[src/rtl/dctr8_reload_pkg.sv]
// Shared definitions for the strobe-driven counter family.
//   CTR_WIDTH_DEF : default counter / reload register width
//   ctr_state_t   : counter run state (idle or running)
package dctr8_reload_pkg;

    localparam int CTR_WIDTH_DEF = 8;

    typedef enum logic {
        ST_IDLE = 1'b0,
        ST_RUN  = 1'b1
    } ctr_state_t;

endpackage

[src/rtl/dctr8_reload_ck_rise_det.sv]
// Rising-edge detector for a count strobe that is synchronous to the clock.
// Ports:
//   clk  in   system clock
//   rst  in   synchronous active-high reset
//   ck   in   count strobe
//   rise out  high for the cycle in which ck is sampled high after being low
module ck_rise_det (
    input  logic clk,
    input  logic rst,
    input  logic ck,
    output logic rise
);

    logic ck_d_q;
    logic ck_d_d;

    always_comb begin
        ck_d_d = ck;
    end

    // Resetting the history to 1 means a strobe already high when reset
    // releases is not mistaken for a fresh edge.
    always_ff @(posedge clk) begin
        if (rst) begin
            ck_d_q <= 1'b1;
        end else begin
            ck_d_q <= ck_d_d;
        end
    end

    assign rise = ck & ~ck_d_q;

endmodule

[src/rtl/dctr8_reload.sv]
// Loadable down-counter / interval timer with reload register, one-cycle
// terminal-count pulse, and one-shot or continuous (auto-reload) operation.
//
// state   | meaning
// --------+---------------------------------------------------------------
// ST_IDLE | not counting; only a load leaves this state
// ST_RUN  | count steps decrement Q; terminal step reloads or goes idle
//
// Ports:
//   MasterClock in   system clock
//   RESET       in   synchronous active-high reset
//   D           in   load / reload value
//   LDL         in   active-low load strobe (level sampled)
//   MODE        in   0 = one-shot, 1 = continuous
//   ENAB        in   count enable
//   CK          in   count strobe; each rising edge is one potential step
//   Q           out  current count
//   QL          out  ~Q
//   TC          out  terminal-count pulse
//   RUN         out  high while running
module dctr8_reload
    import dctr8_reload_pkg::*;
#(
    parameter int WIDTH = CTR_WIDTH_DEF
) (
    input  logic             MasterClock,
    input  logic             RESET,
    input  logic [WIDTH-1:0] D,
    input  logic             LDL,
    input  logic             MODE,
    input  logic             ENAB,
    input  logic             CK,
    output logic [WIDTH-1:0] Q,
    output logic [WIDTH-1:0] QL,
    output logic             TC,
    output logic             RUN
);

    localparam logic [WIDTH-1:0] ONE = WIDTH'(1);

    logic [WIDTH-1:0] cnt_q, cnt_d;
    logic [WIDTH-1:0] rld_q, rld_d;
    ctr_state_t       state_q, state_d;
    logic             tc_q, tc_d;
    logic             ck_rise;
    logic             step;

    ck_rise_det u_ck_rise_det (
        .clk  (MasterClock),
        .rst  (RESET),
        .ck   (CK),
        .rise (ck_rise)
    );

    assign step = ck_rise & ENAB & (state_q == ST_RUN);

    always_comb begin
        cnt_d   = cnt_q;
        rld_d   = rld_q;
        state_d = state_q;
        tc_d    = 1'b0;
        if (!LDL) begin
            cnt_d   = D;
            rld_d   = D;
            state_d = (!MODE && (D == '0)) ? ST_IDLE : ST_RUN;
        end else if (step) begin
            // One decrementer covers every case: 1 -> 0 in one-shot, and
            // 0 -> all ones (the 256-step period after loading 0). Only the
            // continuous terminal step takes the reload path instead.
            if ((cnt_q == ONE) && MODE) begin
                cnt_d = rld_q;
            end else begin
                cnt_d = cnt_q - ONE;
            end
            if (cnt_q == ONE) begin
                tc_d = 1'b1;
                if (!MODE) begin
                    state_d = ST_IDLE;
                end
            end
        end
    end

    always_ff @(posedge MasterClock) begin
        if (RESET) begin
            cnt_q   <= '0;
            rld_q   <= '0;
            state_q <= ST_IDLE;
            tc_q    <= 1'b0;
        end else begin
            cnt_q   <= cnt_d;
            rld_q   <= rld_d;
            state_q <= state_d;
            tc_q    <= tc_d;
        end
    end

    assign Q   = cnt_q;
    assign QL  = ~cnt_q;
    assign TC  = tc_q;
    assign RUN = (state_q == ST_RUN);

endmodule
[config.mk]
export PLATFORM = sky130hd
export DESIGN_NAME = dctr8_reload
export DESIGN_NICKNAME = d
export VERILOG_FILES = /design/src/rtl/dctr8_reload_pkg.sv /design/src/rtl/dctr8_reload_ck_rise_det.sv /design/src/rtl/dctr8_reload.sv
export SDC_FILE = /design/constraint.sdc
export NUM_CORES = 1
export LEC_CHECK = 0
export CORE_MARGIN = 1
export CORE_UTILIZATION = 47
export CTS_BUF_LIST = sky130_fd_sc_hd__clkbuf_8
export CTS_CLUSTER_SIZE = 30
export DETAILED_ROUTE_END_ITERATION = 10
export PLACE_DENSITY = 0.93
export SLEW_MARGIN = 20
export SYNTH_ARGS = -nofsm -noshare
export SYNTH_HDL_FRONTEND = slang
export SYNTH_SLANG_ARGS = --single-unit
[constraint.sdc]
create_clock -name MasterClock -period 2.7 [get_ports MasterClock]
set_input_delay 0.81 -clock MasterClock [delete_from_list [all_inputs] [get_ports MasterClock]]
set_output_delay 0.81 -clock MasterClock [all_outputs]
set_load 0.005 [all_outputs]
==> flow_summary.yaml <==
logic_synthesis:
  yosys_warnings: 0
  synth_top_area_cell: "dfxtp_1"
  synth-xor-area-share_pct: 2.57
  synth_most_common_cell: "dfxtp_1"
  synth_top_family_by_area: "simple AND/OR/NAND/NOR gates"
  syn_area_um2: 1020
  yosys-top-cells-area: "dfxtp_1, mux2i_1, a21oi_1"
  synth_common_cells: "dfxtp_1, a21oi_1, nor2_1"
  synth-seq-cells: 19
  ys_seq_area_share_pct: 37.3
  synth-compound-area-share_pct: 17.9
  syn_inst: 123
  async_flop_share_pct: 0
  yosys.area_share.simple_pct: 21.7
  syn-num-nets: 139
  synth_cell_types: 32
  synth_edf_count: 0
  yosys.area.top_type_share_pct: 37.3
  synthAdderAreaFrac_pct: 2.45
  postSynthAreaPerCell_um2: 8.30
  synthFlopType: "dfxtp_1"
  synthMuxAreaShare_pct: 8.95
critical_path:
  crit_path_top_delay_cell: "clkdlybuf4s50_1"
  reg2reg_from: "Q[2]"
  cp-end-kind: "register"
  startpoint: "MODE"
  worstPathRequired_ns: 2.83
  path_cells: "clkdlybuf4s50_1 -> nand2_1 -> nor4_4 -> mux2i_1 -> a31oi_1"
  start_kind: "primary input"
  crit_type: "primary input to register"
  worst_ep_arrival_time_ns: 2.31
  critPathMaxStageDelay_ns: 0.55
  crit_fanout: 7
timing:
  period_share_pct: 80.7
  slew_violations: 0
  slew-limit-headroom_pct: 60.8
  setup_tns_ns: 0
  fin_hold_ws_ns: 0.500
  setup_viol: 0
  finClkSkew_ns: 0.00596
  worst_slew_pin_slew_ns: 0.584
  final_hold_viol_count: 0
  rsz0062_at_grt: "false"
  fin_crit_ns: 2.18
  timing.fmax_mhz: 459
detailed_routing:
  ant_nets: 0
  wl_per_cell_um: 14.7
  drc_errors: 0
  dr_wl_met3_um: 250
  firstDrtPassIters: 4
  num_vias: 1047
  wl_met2_mm: 1.25
  viasPerCell: 5.82
  drt_iter0_drc: 42
  top_layer_used: "met4"
  wl_mm: 2.65
  met1_length_mm: 1.04
grt:
  grt_pass1_vias: 941
  overflow: 0
  antenna_found_initial: 0
  grt_max_degree: 17
  track_usage_pct: 24.4
  grt_first_pass_wirelength_mm: 4.53
min_path:
  hp-class: "register to register"
  min-delay-start: "rld_q[4]"
cts:
  cts_setup_buffers: 0
  cts_hold_buf: 0
  root_buffer: "clkbuf_8"
  cts_buffer_depth: 2
  htreeDepth: 1
  postCtsResizedCells: 0
  clock_sinks: 19
  insertion_delay_ns: 0.26
  clkTransAtPathRegs_ns: 0.07
  cts_buffers: 3
  cts_tree: "yes"
placement:
  hpwl_mm: 1.89
  gp_congestion: 0.820
  numPortBuffers: 31
floorplan:
  die_h_um: 48.6
  start_util_pct: 51.0
  num_io_pins: 32
  coreArea_um2: 2000
  dieArea_um2: 2360
  die_x_um: 48.6
  num_rows: 16
power_and_ir_drop:
  powerDensity_nw_per_um2: 478
  p_leak_uw: 0.000532
  peakVddDrop_mv: 0.245
layout:
  area_growth_pct: 36.0
  seq_area_um2: 380
  fill_cells: 160
  layout.nets: 170
  multiInputGateArea_um2: 547
  drive_above_1_share_pct: 8.50
  antenna_cells: 0
job:
  maxCapViolCount: 0
run_status:
  status: "complete, no violations"
==> worst paths after layout <==
check	to	slack [ns]	cells past startpoint
max reg2reg	Q[3]	0.69	4
min reg2reg	rld_q[4]	0.50	2
min	rld_q[4]	0.50	2
max	Q[3]	0.52	5
==> cell families after synthesis <==
| group | Yosys count |
|---|---|
| simple gates | 39 |
| compound gates | 30 |
| buf+inv | 21 |
| flops | 19 |
| mux | 9 |
| xor+xnor | 3 |
| fa+ha+maj | 2 |
==> report_power, final <==
group	internal, µW	leakage (µW)	switching [µW]
clock network	102	0.0000255	93.7
registers	296	0.000157	17.1
logic	85.3	0.000350	69.0
==> cell usage in the layout, fill, tap and decap left out, drive strengths merged <==
cell type | synthesis | layout
a311oi | 1 | 1
a31oi | 2 | 2
nor2 | 14 | 14
o31a | 1 | 1
nand2 | 3 | 3
nor3 | 3 | 3
buf | 3 | 3
nor2b | 6 | 6
xor2 | 1 | 1
clkbuf | 5 | 3
o21ai | 2 | 2
a31o | 1 | 1
and4b | 1 | 1
mux2 | 1 | 1
clkdlybuf4s50 | 0 | 31
xnor2 | 2 | 2
ha | 2 | 2
a21o | 1 | 1
inv | 13 | 13
dfxtp | 19 | 19
nor3b | 2 | 2
or2 | 1 | 1
clkinv | 0 | 1
a21oi | 14 | 14
mux2i | 8 | 8
o22ai | 6 | 6
nand3 | 3 | 3
nand2b | 1 | 1
nand3b | 1 | 1
or4 | 1 | 1
o221ai | 2 | 2
nor4 | 3 | 3
==> stage by stage <==
step	setup WS [ns]	cell area (µm²)	util, %	total power (µW)	cells
finish	0.521	1390	69.4	664	180
global route	0.415	1390	69.4	697	180
CTS	0.524	1390	69.4	663	180
detailed placement	0.252	1340	67.1	470	176
global placement	0.291	1340	67.1	465	176
floorplan	0.758	1020	-	404	123
==> flip-flops by register name (all words and copies together) (netlist names) <==
signal,flops
Q,8
u_ck_rise_det.ck_d_q,1
rld_q,8
RUN,1
TC,1
==> layer usage <==
metal | vias to the layer above | track usage (%)
met1 | 487 | 30.1
li1 | 487 | -
met2 | 61 | 41.4
met3 | 12 | 2.20
met4 | 0 | 13.2
met5 | - | 0
==> layout make-up <==
cell class,count,area share (%)
clock inverter,1,0.360
sequential,19,27.4
clock buffer,3,2.97
inverter,13,3.51
timing repair buffer,34,24.0
tap,27,2.43
multi-input combinational,83,39.4
==> critical path, delay by kind of cell <==
family	cells	cell delay, ns
and+or+nand+nor	2	0.59
muxes	1	0.26
buffers and inverters	1	0.55
AOI/OAI and AO/OA	1	0.10
Power figures use the tool's default switching activity.
